File: src/rtl/adc_stream_pkg.sv
// rtl/adc_stream_pkg.sv - Shared FSM encoding, sync word default and sample byte split for the ADC UART framer
package adc_stream_pkg;

    typedef enum logic [3:0] {
        ST_IDLE   = 4'd0,
        ST_SYNC_H = 4'd1,
        ST_SYNC_L = 4'd2,
        ST_SEQ_H  = 4'd3,
        ST_SEQ_L  = 4'd4,
        ST_POP    = 4'd5,
        ST_LAT    = 4'd6,
        ST_SMP_H  = 4'd7,
        ST_SMP_L  = 4'd8,
        ST_CKS    = 4'd9,
        ST_END    = 4'd10
    } framer_state_t;

    localparam logic [15:0] SYNC_WORD_DEFAULT = 16'hA55A;

    typedef struct packed {
        logic [7:0] hi;
        logic [7:0] lo;
    } sample_bytes_t;

    // Caller zero-extends the sample to 16 bits, so hi is data[W-1:8] padded with zeros.
    function automatic sample_bytes_t split_sample(input logic [15:0] s);
        sample_bytes_t r;
        r.hi = s[15:8];
        r.lo = s[7:0];
        return r;
    endfunction

endpackage

File: src/rtl/adc_uart_framer_if.sv
// rtl/adc_uart_framer_if.sv - Sample FIFO read port and uart_tx byte handshake bundle
interface adc_uart_framer_if #(
    parameter int DATA_WIDTH = 13
);
    logic                  fifo_empty_i;
    logic                  fifo_rd_en_o;
    logic [DATA_WIDTH-1:0] fifo_data_i;
    logic                  tx_start_o;
    logic [7:0]            tx_data_o;
    logic                  tx_done_i;

    modport master (
        input  fifo_empty_i,
        input  fifo_data_i,
        input  tx_done_i,
        output fifo_rd_en_o,
        output tx_start_o,
        output tx_data_o
    );

    modport slave (
        output fifo_empty_i,
        output fifo_data_i,
        output tx_done_i,
        input  fifo_rd_en_o,
        input  tx_start_o,
        input  tx_data_o
    );
endinterface

File: src/rtl/uart_byte_issuer.sv
// rtl/uart_byte_issuer.sv - Start pulse, byte hold and done wait for one uart_tx byte
module uart_byte_issuer (
    input  logic       clk,
    input  logic       rst,
    input  logic       req,
    input  logic [7:0] byte_data,
    output logic       done,
    output logic       tx_start,
    output logic [7:0] tx_data,
    input  logic       tx_done
);
    logic       waiting_q;
    logic [7:0] data_q;

    // waiting_q only rises after the start cycle, so a done pulse coincident with start is dropped.
    always_ff @(posedge clk) begin
        if (rst) begin
            waiting_q <= 1'b0;
            data_q    <= 8'd0;
        end else if (req) begin
            waiting_q <= 1'b1;
            data_q    <= byte_data;
        end else if (waiting_q && tx_done) begin
            waiting_q <= 1'b0;
        end
    end

    assign tx_start = req;
    assign tx_data  = req ? byte_data : data_q;
    assign done     = waiting_q && tx_done;

endmodule

File: src/rtl/adc_uart_framer.sv
// rtl/adc_uart_framer.sv - Frames FIFO samples as sync, sequence and sample bytes for uart_tx
// Optional trailing checksum byte: define FRAMER_CHECKSUM_EN
module adc_uart_framer
    import adc_stream_pkg::*;
#(
    parameter int          DATA_WIDTH = 13,
    parameter int          FRAME_LEN  = 64,
    parameter logic [15:0] SYNC_WORD  = SYNC_WORD_DEFAULT
) (
    input  logic               clk,
    input  logic               rst,
    adc_uart_framer_if.master  bus,
    output logic [15:0]        frame_seq_o,
    output logic               busy_o
);
    localparam int CNT_W = $clog2(FRAME_LEN + 1);
    localparam logic [CNT_W-1:0] FRAME_LEN_C = CNT_W'(FRAME_LEN);

    framer_state_t         state_q;
    logic                  req_q;
    logic [7:0]            byte_q;
    logic [7:0]            sample_lo_q;
    logic [CNT_W-1:0]      count_q;
    logic [15:0]           frame_seq_q;
    logic                  busy_q;
    logic                  byte_done;
    logic [DATA_WIDTH-1:0] fifo_sample;
    sample_bytes_t         in_bytes;
`ifdef FRAMER_CHECKSUM_EN
    logic [7:0]            cks_q;
`endif

    assign fifo_sample = bus.fifo_data_i;
    assign in_bytes    = split_sample(16'(fifo_sample));

    // Pop is gated by the live empty flag so a read can never hit an empty FIFO.
    assign bus.fifo_rd_en_o = (state_q == ST_POP) && !bus.fifo_empty_i;
    assign frame_seq_o      = frame_seq_q;
    assign busy_o           = busy_q;

    always_ff @(posedge clk) begin
        if (rst) begin
            state_q     <= ST_IDLE;
            req_q       <= 1'b0;
            byte_q      <= 8'd0;
            sample_lo_q <= 8'd0;
            count_q     <= '0;
            frame_seq_q <= 16'd0;
            busy_q      <= 1'b0;
`ifdef FRAMER_CHECKSUM_EN
            cks_q       <= 8'd0;
`endif
        end else begin
            req_q <= 1'b0;
            unique case (state_q)
                ST_IDLE: if (!bus.fifo_empty_i) begin
                    state_q <= ST_SYNC_H;
                    req_q   <= 1'b1;
                    byte_q  <= SYNC_WORD[15:8];
                    busy_q  <= 1'b1;
                end
                ST_SYNC_H: if (byte_done) begin
                    state_q <= ST_SYNC_L;
                    req_q   <= 1'b1;
                    byte_q  <= SYNC_WORD[7:0];
                end
                ST_SYNC_L: if (byte_done) begin
                    state_q <= ST_SEQ_H;
                    req_q   <= 1'b1;
                    byte_q  <= frame_seq_q[15:8];
`ifdef FRAMER_CHECKSUM_EN
                    cks_q   <= frame_seq_q[15:8];
`endif
                end
                ST_SEQ_H: if (byte_done) begin
                    state_q <= ST_SEQ_L;
                    req_q   <= 1'b1;
                    byte_q  <= frame_seq_q[7:0];
`ifdef FRAMER_CHECKSUM_EN
                    cks_q   <= cks_q + frame_seq_q[7:0];
`endif
                end
                ST_SEQ_L: if (byte_done) begin
                    state_q <= ST_POP;
                end
                ST_POP: if (!bus.fifo_empty_i) begin
                    state_q <= ST_LAT;
                end
                ST_LAT: begin
                    state_q     <= ST_SMP_H;
                    req_q       <= 1'b1;
                    byte_q      <= in_bytes.hi;
                    sample_lo_q <= in_bytes.lo;
                    count_q     <= count_q + CNT_W'(1);
`ifdef FRAMER_CHECKSUM_EN
                    cks_q       <= cks_q + in_bytes.hi;
`endif
                end
                ST_SMP_H: if (byte_done) begin
                    state_q <= ST_SMP_L;
                    req_q   <= 1'b1;
                    byte_q  <= sample_lo_q;
`ifdef FRAMER_CHECKSUM_EN
                    cks_q   <= cks_q + sample_lo_q;
`endif
                end
                ST_SMP_L: if (byte_done) begin
                    if (count_q < FRAME_LEN_C) begin
                        state_q <= ST_POP;
                    end else begin
`ifdef FRAMER_CHECKSUM_EN
                        state_q <= ST_CKS;
                        req_q   <= 1'b1;
                        byte_q  <= cks_q;
`else
                        state_q <= ST_END;
`endif
                    end
                end
`ifdef FRAMER_CHECKSUM_EN
                ST_CKS: if (byte_done) begin
                    state_q <= ST_END;
                end
`endif
                ST_END: begin
                    state_q     <= ST_IDLE;
                    frame_seq_q <= frame_seq_q + 16'd1;
                    count_q     <= '0;
                    busy_q      <= 1'b0;
                end
                default: state_q <= ST_IDLE;
            endcase
        end
    end

    uart_byte_issuer u_issuer (
        .clk       (clk),
        .rst       (rst),
        .req       (req_q),
        .byte_data (byte_q),
        .done      (byte_done),
        .tx_start  (bus.tx_start_o),
        .tx_data   (bus.tx_data_o),
        .tx_done   (bus.tx_done_i)
    );

endmodule
File: src/flat_wrapper.sv
// flat-port wrapper written by rule: the top's interface ports become plain ports
module adc_uart_framer_flat import adc_stream_pkg::*;
#(
    parameter int          DATA_WIDTH = 13,
    parameter int          FRAME_LEN  = 64,
    parameter logic [15:0] SYNC_WORD  = SYNC_WORD_DEFAULT
)
  (clk, rst, frame_seq_o, busy_o, bus_fifo_empty_i, bus_fifo_data_i, bus_tx_done_i, bus_fifo_rd_en_o, bus_tx_start_o, bus_tx_data_o);
  adc_uart_framer_if #(.DATA_WIDTH(DATA_WIDTH)) bus_i ();
  input  logic clk;
  input  logic rst;
  output logic [15:0] frame_seq_o;
  output logic busy_o;
  input wire logic [$bits(bus_i.fifo_empty_i)-1:0] bus_fifo_empty_i;
  input wire logic [$bits(bus_i.fifo_data_i)-1:0] bus_fifo_data_i;
  input wire logic [$bits(bus_i.tx_done_i)-1:0] bus_tx_done_i;
  output wire logic [$bits(bus_i.fifo_rd_en_o)-1:0] bus_fifo_rd_en_o;
  output wire logic [$bits(bus_i.tx_start_o)-1:0] bus_tx_start_o;
  output wire logic [$bits(bus_i.tx_data_o)-1:0] bus_tx_data_o;
  assign bus_i.fifo_empty_i = bus_fifo_empty_i;
  assign bus_i.fifo_data_i = bus_fifo_data_i;
  assign bus_i.tx_done_i = bus_tx_done_i;
  assign bus_fifo_rd_en_o = bus_i.fifo_rd_en_o;
  assign bus_tx_start_o = bus_i.tx_start_o;
  assign bus_tx_data_o = bus_i.tx_data_o;
  adc_uart_framer #(.DATA_WIDTH(DATA_WIDTH), .FRAME_LEN(FRAME_LEN), .SYNC_WORD(SYNC_WORD)) u_core (.clk(clk), .rst(rst), .bus(bus_i), .frame_seq_o(frame_seq_o), .busy_o(busy_o));
endmodule
File: config.mk
export PLATFORM = sky130hd
export DESIGN_NAME = adc_uart_framer_flat
export DESIGN_NICKNAME = d
export VERILOG_FILES = /design/src/rtl/adc_stream_pkg.sv /design/src/rtl/adc_uart_framer_if.sv /design/src/rtl/uart_byte_issuer.sv /design/src/rtl/adc_uart_framer.sv /design/src/flat_wrapper.sv
export SDC_FILE = /design/constraint.sdc
export NUM_CORES = 1
export LEC_CHECK = 0
export CELL_PAD_IN_SITES_DETAIL_PLACEMENT = 1
export CELL_PAD_IN_SITES_GLOBAL_PLACEMENT = 1
export CORE_MARGIN = 3
export CORE_UTILIZATION = 38
export CTS_BUF_LIST = sky130_fd_sc_hd__clkbuf_8
export CTS_CLUSTER_DIAMETER = 100
export DETAILED_ROUTE_END_ITERATION = 6
export PLACE_DENSITY = 0.74
export SYNTH_ARGS = -nofsm -noshare
export SYNTH_HDL_FRONTEND = slang
export SYNTH_HIERARCHICAL = 1
export SYNTH_SLANG_ARGS = --single-unit
File: constraint.sdc
create_clock -name clk -period 1.6 [get_ports clk]
set_clock_uncertainty 0.05 [all_clocks]
set_input_delay 0.48 -clock clk [delete_from_list [all_inputs] [get_ports clk]]
set_output_delay 0.48 -clock clk [all_outputs]
set_load 0.005 [all_outputs]
==> results by group, run 1 <==
Run status
  – Status: finished with violations
  – Violated checks: setup timing

Power and ir drop
  – Switching part of the total: 38.3%
  – PwrDens: 1210 mW/mm²
  – Design Power: 0.00565 W
  – Clk pwr share: 14.4%
  – Combinational share of power: 56.6%
  – Seq pwr share: 29.0%
  – P_leak: 1.91 nW
  – Cell-internal power: 0.00348 W
  – Worst vdd ir: 0.455 mV
  – P_sw: 0.00217 W

Route
  – Drc violations: 0
  – Detail Route Antenna Nets: 0
  – Metal-1 WL: 5.21 mm
  – Routed wire length on met2: 7.11 mm
  – DR vias/cell: 5.85
  – Top sig layer: met4
  – DR pass1 iterations: 4
  – Via count: 3138
  – Routed WL per cell: 25.5 µm
  – Met3 wire length: 692 µm
  – Drt total wl: 13.7 mm
  – Iteration-0 DRC Markers: 170

STA
  – Final hold violation count: 0
  – Final hold slack: 0.432 ns
  – FMAX: 548 MHz
  – Slew headroom: 63.5%
  – Setup tns final: -4.61 ns
  – Final Setup Violations: 39
  – Crit path time final: 1.83 ns
  – Least-Margin Pin Slew: 0.547 ns
  – Post-route clock period utilization: 114%
  – RSZ-0062 raised after global routing: true
  – Worst setup margin: -0.226 ns
  – Slew Limit Fails: 0

Layout
  – Area grow syn2layout: 67.8%
  – Fraction of layout instances using a drive strength above 1: 50.0%
  – Ant diodes: 0
  – Most common cell after layout, fill and taps aside: buf_4
  – Final-stage net count: 458
  – Most frequent cells in the layout: buf_4 (72), dfxtp_1 (34), buf_6 (27)

Floorplanning
  – Core area: 0.00694 mm²
  – Area of the die: 0.00838 mm²
  – Die height: 91.6 µm
  – Initial Util: 40.1%
  – Die X-Extent: 91.6 µm
  – Io pins: 44
  – Site Rows: 30

Worst hold path
  – Hold WC Path Type: reg -> reg

Clocking
  – Clock slew at reported path FFs: 0.11 ns
  – CTS root buf: clkbuf_8
  – H-tree depth: 2
  – Hold Buf Count CTS: 0
  – Skew-Pair Late Insertion Delay: 0.32 ns
  – TritonCTS clock tree: yes
  – Bufs on Longest Clock Path: 2
  – Sink Count: 54
  – Number of buffers created by CTS: 5

Logic synthesis
  – EDFF count, synth: 0
  – Flops & latches, synth: 54
  – Synth Area per Inst: 8.97 µm²
  – Mapped Area: 0.00278 mm²
  – Cells after Synth: 310
  – Sequential area share after synthesis: 38.9%
  – Syn Nets: 329
  – Ys Warns: 6
  – Top_reg_cell synth: dfxtp_1
  – Post-synth ARST share: 0%
  – Distinct cells, synth: 61

GRT
  – Remaining Overflow, GRT: 0
  – Largest net degree at the start of global routing: 45
  – Vias in the first global route: 3149
  – Initial antenna violation count: 0
  – GRT Util Overall: 25.8%
  – First-pass GRT wire length: 17.1 mm

Place
  – GP Congestion: 0.820
  – IO Port Bufs: 43
  – DP HPWL: 6.15 mm

Critical path
  – Worst setup EP type: flip-flop
  – Crit path launch type: flip-flop
  – Setup Crit Path Kind: reg -> reg
  – Critical Path RT: 1.78 ns
  – Worst Path Max Fanout: 11
  – CP Data Arrival Time: 2.01 ns

Run
  – Maxcap violations: 0
cell type report:
class                   count  area [µm²]
clock buffers               5        68.8
inverters                   8        33.8
clock inverters             3        21.3
multi-input cells         227        1970
flip-flops and latches     54        1120
fillers                   747        2280
well taps                  96         120
repair buffers            143        1340
cell usage after synthesis (all sizes together), types with 3 or more instances:
cell | instances | area share (%)
o21ai | 15 | 2.7
and3 | 4 | 0.99
o32ai | 5 | 1.6
a21oi | 31 | 5.6
or4 | 3 | 0.81
nor3 | 10 | 2.2
nand3 | 7 | 1.3
nor2 | 19 | 2.6
nand2 | 25 | 3.4
clkbuf | 10 | 2.1
and2 | 3 | 0.67
nor2b | 15 | 3.4
inv | 8 | 1.1
xnor2 | 3 | 0.94
nand2b | 5 | 1.1
a22oi | 3 | 0.81
xor2 | 8 | 2.5
mux2 | 15 | 7.2
buf | 12 | 3.1
nand4 | 7 | 2.1
nand4b | 3 | 0.94
dfxtp | 54 | 39
a221oi | 5 | 1.6
or3 | 7 | 1.7
metal layers:
layer  GRT usage (%)  vias up
li1                -     1378
met1            30.2     1592
met2            46.5      118
met3            4.64       50
met4            9.17        0
met5               0        -
power by group through the flow:
stage	Sequential [W]	Combinational [W]	Clock [W]
2_1_floorplan	0.00157	0.00105	0
3_3_place_gp	0.00160	0.00179	0
3_5_place_dp	0.00161	0.00186	0
4_1_cts	0.00161	0.00227	0.000796
5_1_grt	0.00165	0.00330	0.000871
6_report	0.00164	0.00320	0.000812
per-stage QoR:
step	std cells	utilization (%)	instance area [µm²]	setup WS [ns]
4_1_cts	525	61.0	4230	-0.180
3_5_place_dp	489	53.3	3700	-0.623
3_3_place_gp	489	53.3	3700	-0.586
2_1_floorplan	310	-	2800	0.0111
5_1_grt	536	67.2	4670	-0.323
6_report	536	67.2	4670	-0.226
worst paths after layout:
check / start / endpoint / slack [ns] / cells past startpoint
max: u_core/state_q[0]$_SDFFE_PP0P_ / u_core/frame_seq_o[15]$_SDFFE_PP0P_ / -0.23 / 5
min: u_core/sample_lo_q[0]$_SDFFE_PP0N_ / u_core/sample_lo_q[0]$_SDFFE_PP0N_ / 0.43 / 2
max reg2reg: u_core/state_q[0]$_SDFFE_PP0P_ / u_core/frame_seq_o[15]$_SDFFE_PP0P_ / -0.23 / 5
min reg2reg: u_core/sample_lo_q[0]$_SDFFE_PP0N_ / u_core/sample_lo_q[0]$_SDFFE_PP0N_ / 0.43 / 2
flip-flops by register name (all words and copies together), names as in the netlist:
signal                     flops
u_core/byte_q                  8
u_core/frame_seq_o            16
u_core/sample_lo_q             8
u_core/req_q                   1
u_core/count_q                 7
u_core/busy_o                  1
u_core/u_issuer/data_q         8
u_core/u_issuer/waiting_q      1
u_core/state_q                 4
cells by family (layout without fill, tap and decap cells):
kind of cell | after synthesis | in the layout | share of synthesized area (%)
multiplexers | 16 | 16 | 7.51
AND/OR/NAND/NOR | 126 | 127 | 27.1
XOR/XNOR | 11 | 11 | 3.46
buffers and inverters | 30 | 159 | 6.25
flip-flops | 54 | 54 | 38.9
AO/OA/AOI/OAI | 71 | 71 | 15.9
adder cells (fa/ha/maj) | 2 | 2 | 0.900
repair_timing:
item / in CTS / in global routing
hold endpoints to repair: 0 / 0
gates resized for setup: 136 / 73
gates cloned: 2 / 1
buffers inserted: 27 / 13
pin swaps: 22 / 30
setup endpoints to repair: 53 / 39
worst max-delay path: stages, from the launching register on:
cell	delay (ns)
dfxtp_2	0.35
buf_12	0.14
and4bb_4	0.42
nand2_4	0.09
or4_4	0.50
a21oi_1	0.19
No activity file was read; power rests on OpenSTA's default activity.
==> inputs of run 2 (changes only) <==
--- a/config.mk
+++ b/config.mk
@@ -8,11 +8,11 @@
 export CELL_PAD_IN_SITES_DETAIL_PLACEMENT = 1
 export CELL_PAD_IN_SITES_GLOBAL_PLACEMENT = 1
 export CORE_MARGIN = 3
-export CORE_UTILIZATION = 38
+export CORE_UTILIZATION = 25
 export CTS_BUF_LIST = sky130_fd_sc_hd__clkbuf_8
 export CTS_CLUSTER_DIAMETER = 100
 export DETAILED_ROUTE_END_ITERATION = 6
-export PLACE_DENSITY = 0.74
+export PLACE_DENSITY = 0.51
 export SYNTH_ARGS = -nofsm -noshare
 export SYNTH_HDL_FRONTEND = slang
 export SYNTH_HIERARCHICAL = 1
==> run 2 against run 1 <==
Critical endpoint is now bus_tx_data_o[4]; highest routed layer unchanged; core utilization down 23 points; global-route usage shrank 11 points; first-iteration DRC count decreased by 23%; largest cell class unchanged; hold slack worse by 0.0075 ns; clock power is essentially flat; the run still ends with setup timing left; critical path type is now reg -> out; sequential power is 4% lower; final cell count up 6.3%.
==> results by group, run 2 (synthesis gave the netlist of run 1 again) <==
Run status
  – Status: finished with violations
  – Violated checks: setup timing

Layout
  – Final-stage net count: 452 (-1.3%)
  – Ant diodes: 0 (unchanged)
  – Post-route cell area: 0.00467 mm² (about the same)
  – Fill cells: 1196 (+60%)
  – Number of flip-flops under the largest register name: 16 (unchanged)
  – Most frequent cells in the layout: buf_4 (62), dfxtp_1 (32), buf_6 (31)
  – Fraction of layout instances using a drive strength above 1: 51.2% (+1.2 points)
  – FF/Latch Area: 0.00112 mm² (+0.22%)
  – Most common cell after layout, fill and taps aside: buf_4
  – Area grow syn2layout: 67.7% (about the same)
  – Area of the multi-input gates: 0.00194 mm² (-1.7%)
  – Util after Layout: 44.2% (-23 points)

STA
  – Final Setup Violations: 27 (-31%)
  – Worst setup margin: -0.170 ns (+0.0560 ns)
  – Post-route clock period utilization: 111% (-3.5 points)
  – RSZ-0062 raised after global routing: true
  – FMAX: 565 MHz (+3.2%)
  – Slew headroom: 70.0% (+6.5 points)
  – Crit path time final: 1.77 ns (-0.0560 ns)
  – Final hold violation count: 0 (unchanged)
  – Slew Limit Fails: 0 (unchanged)
  – Least-Margin Pin Slew: 0.449 ns (-0.0977 ns)

Floorplanning
  – Area of the die: 0.0124 mm² (+48%)
  – Die height: 111 µm (+22%)
  – Die X-Extent: 111 µm (+22%)
  – Initial Util: 26.4% (-14 points)
  – Io pins: 44 (unchanged)
  – Site Rows: 37 (+23%)
  – Core area: 0.0106 mm² (+52%)

Critical path
  – Reg2reg end: u_core/byte_q[6]$_SDFFE_PP0P_
  – Setup Crit Path Kind: reg -> out
  – Critical Path RT: 1.07 ns (-0.71 ns)
  – Reg2Reg Depth: 6 (+1)
  – Worst setup EP type: primary output
  – Worst r2r src: u_core/state_q[0]$_SDFFE_PP0P_
  – Crit path launch type: flip-flop
  – R2R Setup Slk: -0.09 ns (+0.14 ns)
  – CP Data Arrival Time: 1.24 ns (-0.77 ns)
  – Worst Path Max Fanout: 5 (-6)

Clocking
  – TritonCTS clock tree: yes
  – H-tree depth: 2 (unchanged)
  – Hold Buf Count CTS: 0 (unchanged)
  – Clock slew at reported path FFs: 0.11 ns (about the same)
  – Skew-Pair Late Insertion Delay: 0.31 ns (about the same)
  – CTS root buf: clkbuf_8
  – Bufs on Longest Clock Path: 2 (unchanged)
  – Number of buffers created by CTS: 5 (unchanged)
  – Sink Count: 54 (unchanged)

Worst hold path
  – WHS Path Cells: 2 (unchanged)
  – Hold path endpoint: u_core/sample_lo_q[0]$_SDFFE_PP0N_
  – Hold WC Path Type: reg -> reg
  – HP Start: u_core/sample_lo_q[0]$_SDFFE_PP0N_

Power and ir drop
  – Worst vdd ir: 0.524 mV (+15%)
  – P_leak: 1.89 nW (-1.1%)
  – Design Power: 0.00516 W (-8.7%)
  – PwrDens: 1100 mW/mm² (-8.7%)

Route
  – DR vias/cell: 4.87 (-17%)
  – Met3 wire length: 181 µm (-74%)
  – Iteration-0 DRC Markers: 131 (-23%)
  – Drt total wl: 9.76 mm (-28%)
  – Metal-1 WL: 4.70 mm (-9.6%)
  – Detail Route Antenna Nets: 0 (unchanged)
  – Routed wire length on met2: 4.82 mm (-32%)
  – DR pass1 iterations: 4 (unchanged)
  – Via count: 2775 (-12%)
  – Drc violations: 0 (unchanged)
  – Top sig layer: met4
  – Routed WL per cell: 17.1 µm (-33%)

Place
  – DP Area: 0.00376 mm² (+1.6%)
  – DP HPWL: 6.60 mm (+7.3%)
  – Setup WS pre-CTS: -0.592 ns (+0.0313 ns)
  – IO Port Bufs: 43 (unchanged)
  – GP Congestion: 0.780 (-4.9%)

GRT
  – GRT Util Overall: 15.0% (-11 points)
  – Largest net degree at the start of global routing: 35 (-22%)
  – First-pass GRT wire length: 15.4 mm (-10%)
  – Vias in the first global route: 2812 (-11%)
  – Initial antenna violation count: 0 (unchanged)
  – Remaining Overflow, GRT: 0 (unchanged)

Run
  – Maxcap violations: 0 (unchanged)
run 2: cell count changes in the layout (fill, tap and decap cells not counted), sizes merged, moves of 2 or more:
cell           change
clkdlybuf4s15      +4
inv                +2
dlygate4sd2        -4
buf                -6
run 2: worst max-delay path: stages (launching register included):
cell and delay [ns]:
dfxtp_2 0.37, buf_6 0.14, mux2_4 0.31, buf_6 0.12
run 2: routing by layer:
metal / global-route usage (%) / vias to the layer above
li1: - / 1371
met1: 21.0 / 1373
met2: 24.9 / 27
met3: 2.17 / 4
met4: 2.51 / 0
met5: 0 / -
run 2: repair_timing:
action	in CTS	in global routing
buffers inserted	24	7
setup endpoints to repair	54	47
pin swaps	30	15
gates cloned	1	1
gates resized for setup	157	67
run 2: worst max-delay path by stage:
stage,startpoint,end,cells past startpoint
after floorplan,u_core/frame_seq_o[3]$_SDFFE_PP0P_,u_core/frame_seq_o[15]$_SDFFE_PP0P_,5
after global placement,bus_fifo_empty_i,bus_fifo_rd_en_o,3
after detailed placement,bus_fifo_empty_i,bus_fifo_rd_en_o,3
after CTS,u_core/req_q$_SDFF_PP0_,bus_tx_data_o[4],4
after global routing,u_core/state_q[3]$_SDFFE_PP0P_,bus_fifo_rd_en_o,3
final,u_core/req_q$_SDFF_PP0_,bus_tx_data_o[4],3
run 2: power by group:
part / total [W] / switching, W / internal (W)
combinational: 0.00276 / 0.00122 / 0.00154
clock: 0.000815 / 0.000497 / 0.000318
sequential: 0.00158 / 0.0000933 / 0.00149
run 2: final cells by class:
type	count	area share (%)
Clock inverter	3	0.536
Clock buffer	5	1.47
Multi-Input combinational cell	226	41.5
Timing Repair Buffer	138	28.2
Tap cell	136	3.65
Sequential cell	54	24.0
Inverter	8	0.644
run 2: through the flow:
| stage | cells | TNS, ns | hold slack (ns) |
|---|---|---|---|
| floorplan | 310 | 0 | 0.386 |
| global placement | 532 | -8.70 | 0.406 |
| detailed placement | 532 | -9.01 | 0.411 |
| CTS | 565 | -2.51 | 0.436 |
| global route | 570 | -3.63 | 0.457 |
| finish | 570 | -1.86 | 0.424 |
==> inputs of run 3 (changes only) <==
--- a/config.mk
+++ b/config.mk
@@ -12,7 +12,9 @@
 export CTS_BUF_LIST = sky130_fd_sc_hd__clkbuf_8
 export CTS_CLUSTER_DIAMETER = 100
 export DETAILED_ROUTE_END_ITERATION = 6
+export GPL_ROUTABILITY_DRIVEN = 0
 export PLACE_DENSITY = 0.51
+export RECOVER_POWER = 25
 export SYNTH_ARGS = -nofsm -noshare
 export SYNTH_HDL_FRONTEND = slang
 export SYNTH_HIERARCHICAL = 1
==> run 3 against run 2 <==
The run still ends with setup timing left; total power barely moved; maximum frequency barely moved; clock power hardly changed; hold slack better by 0.00052 ns; die area stayed put; via count fell by 0.18%; non-clock buffer count unchanged; final cell count stayed put; core utilization shrank 0.071 points.
==> results by group, run 3 (synthesis gave the netlist of run 1 again) <==
GRT
  – Vias in the first global route: 2812 (unchanged)
  – First-pass GRT wire length: 15.4 mm (unchanged)
  – GRT Util Overall: 15.0% (unchanged)
  – Largest net degree at the start of global routing: 35 (unchanged)
  – Remaining Overflow, GRT: 0 (unchanged)
  – Initial antenna violation count: 0 (unchanged)

Layout
  – Most frequent cells in the layout: buf_4 (61), dfxtp_1 (32), buf_6 (31)
  – Ant diodes: 0 (unchanged)
  – Final-stage net count: 452 (unchanged)
  – Fraction of layout instances using a drive strength above 1: 50.7% (-0.46 points)
  – Area grow syn2layout: 67.5%
  – Number of flip-flops under the largest register name: 16 (unchanged)
  – Most common cell after layout, fill and taps aside: buf_4

Power and ir drop
  – Worst vdd ir: 0.525 mV (+0.27%)
  – P_leak: 1.89 nW (about the same)
  – Design Power: 0.00515 W (about the same)
  – PwrDens: 1110 mW/mm² (about the same)

Critical path
  – R2R Setup Slk: -0.13 ns (-0.04 ns)
  – Worst setup EP type: primary output
  – Reg2Reg Depth: 5 (-1)
  – Crit path launch type: flip-flop
  – Critical Path RT: 1.07 ns (about the same)
  – Setup Crit Path Kind: reg -> out
  – Most frequent cell on the critical path: buf_6
  – CP Data Arrival Time: 1.24 ns (about the same)
  – Delay of the slowest critical-path stage: 0.37 ns (about the same)
  – Worst path top cell family by delay: flip-flops
  – Crit-path slowest cell: dfxtp_2
  – Worst path bufs/invs: 2 (unchanged)
  – Reg2reg end: u_core/frame_seq_o[15]$_SDFFE_PP0P_
  – Worst Path Max Fanout: 5 (unchanged)
  – Worst r2r src: u_core/state_q[0]$_SDFFE_PP0P_
  – Cell Chain, Critical Path: buf_6, mux2_4, buf_6

Route
  – DR vias/cell: 4.86 (-0.18%)
  – Via count: 2770 (-0.18%)
  – Iteration-0 DRC Markers: 117 (-11%)
  – Drt total wl: 9.76 mm (about the same)
  – Routed WL per cell: 17.1 µm (about the same)
  – Drc violations: 0 (unchanged)
  – Detail Route Antenna Nets: 0 (unchanged)
  – DR pass1 iterations: 4 (unchanged)

Clocking
  – H-tree depth: 2 (unchanged)
  – Skew-Pair Late Insertion Delay: 0.31 ns (about the same)
  – CTS root buf: clkbuf_8
  – TritonCTS clock tree: yes
  – Number of buffers created by CTS: 5 (unchanged)
  – Sink Count: 54 (unchanged)
  – Clock slew at reported path FFs: 0.11 ns (about the same)
  – Bufs on Longest Clock Path: 2 (unchanged)
  – Hold Buf Count CTS: 0 (unchanged)

Floorplanning
  – Initial Util: 26.4% (unchanged)
  – Area of the die: 0.0124 mm² (unchanged)
  – Die height: 111 µm (unchanged)
  – Die X-Extent: 111 µm (unchanged)
  – Core area: 0.0106 mm² (unchanged)
  – Site Rows: 37 (unchanged)
  – Io pins: 44 (unchanged)

Worst hold path
  – Hold WC Path Type: reg -> reg
  – WHS Path Cells: 2 (unchanged)
  – HP Start: u_core/sample_lo_q[0]$_SDFFE_PP0N_
  – Hold path endpoint: u_core/sample_lo_q[0]$_SDFFE_PP0N_

Place
  – Setup WS pre-CTS: -0.592 ns (unchanged)
  – DP HPWL: 6.60 mm (unchanged)
  – IO Port Bufs: 43 (unchanged)

STA
  – Worst setup margin: -0.170 ns (+0.000131 ns)
  – FMAX: 565 MHz (about the same)
  – Final Setup Violations: 33 (+22%)
  – Final hold violation count: 0 (unchanged)
  – Crit path time final: 1.77 ns (-0.000131 ns)
  – Least-Margin Pin Slew: 0.870 ns (+0.420 ns)
  – Slew Limit Fails: 0 (unchanged)
  – Slew headroom: 42.0% (-28 points)
  – Post-route clock period utilization: 111% (about the same)
  – RSZ-0062 raised after global routing: true

Run
  – Maxcap violations: 0 (unchanged)

Run status
  – Violated checks: setup timing
  – Status: finished with violations
[run 3: worst max path at each step]
stage,end,slack (ns),cells past startpoint,from
2_1_floorplan,u_core/frame_seq_o[15]$_SDFFE_PP0P_,0.01,5,u_core/frame_seq_o[3]$_SDFFE_PP0P_
3_3_place_gp,bus_fifo_rd_en_o,-0.60,3,bus_fifo_empty_i
3_5_place_dp,bus_fifo_rd_en_o,-0.59,3,bus_fifo_empty_i
4_1_cts,bus_tx_data_o[4],-0.24,4,u_core/req_q$_SDFF_PP0_
5_1_grt,bus_fifo_rd_en_o,-0.23,3,u_core/state_q[3]$_SDFFE_PP0P_
6_report,bus_tx_data_o[4],-0.17,3,u_core/req_q$_SDFF_PP0_
[run 3: power breakdown]
part	switching, W	leakage, nW	total, W	internal, W
combinational	0.00122	1.39	0.00276	0.00154
clock	0.000497	0.0447	0.000815	0.000318
sequential	0.0000930	0.449	0.00158	0.00149
total	0.00181	1.89	0.00515	0.00334
[run 3: what timing repair did]
item / in CTS / in global routing
cloned: 1 / 1
gates resized for setup: 157 / 67
setup endpoints to repair: 54 / 47
buffers inserted: 24 / 7
pin swaps: 30 / 15
[run 3: worst reg2reg max path: stages (launching register included)]
cell	delay (ns)
dfxtp_2	0.35
buf_6	0.14
and4bb_1	0.40
nand2_4	0.11
or4_4	0.49
a21oi_2	0.11
[run 3: per-stage QoR]
step                TNS (ns)  std cells  hold slack [ns]  instance area (µm²)  utilization (%)
finish                 -2.77        570            0.425                 4660             44.1
global route           -5.27        570            0.457                 4660             44.1
floorplan                  0        310            0.386                 2800                -
detailed placement     -9.01        532            0.411                 3760             35.6
CTS                    -2.51        565            0.436                 4330             41.0
global placement       -8.70        532            0.406                 3760             35.6
[run 3: layout make-up]
| class | count | area [µm²] |
|---|---|---|
| fill | 1198 | 5900 |
| multi-input combinational | 226 | 1930 |
| timing repair buffer | 138 | 1310 |
| sequential | 54 | 1120 |
| tap | 136 | 170 |
| clock buffer | 5 | 68.8 |
| inverter | 8 | 30.0 |
| clock inverter | 3 | 25.0 |
[run 3: layer usage]
| metal | vias to the layer above | track usage, % | share of wire (%) | wire, µm |
|---|---|---|---|---|
| met2 | 30 | 24.9 | 49 | 4810 |
| met4 | 0 | 2.51 | 0.63 | 61 |
| li1 | 1372 | - | - | - |
| met3 | 4 | 2.17 | 2.1 | 201 |
| met5 | - | 0 | 0 | 0 |
| met1 | 1364 | 21.0 | 48 | 4680 |
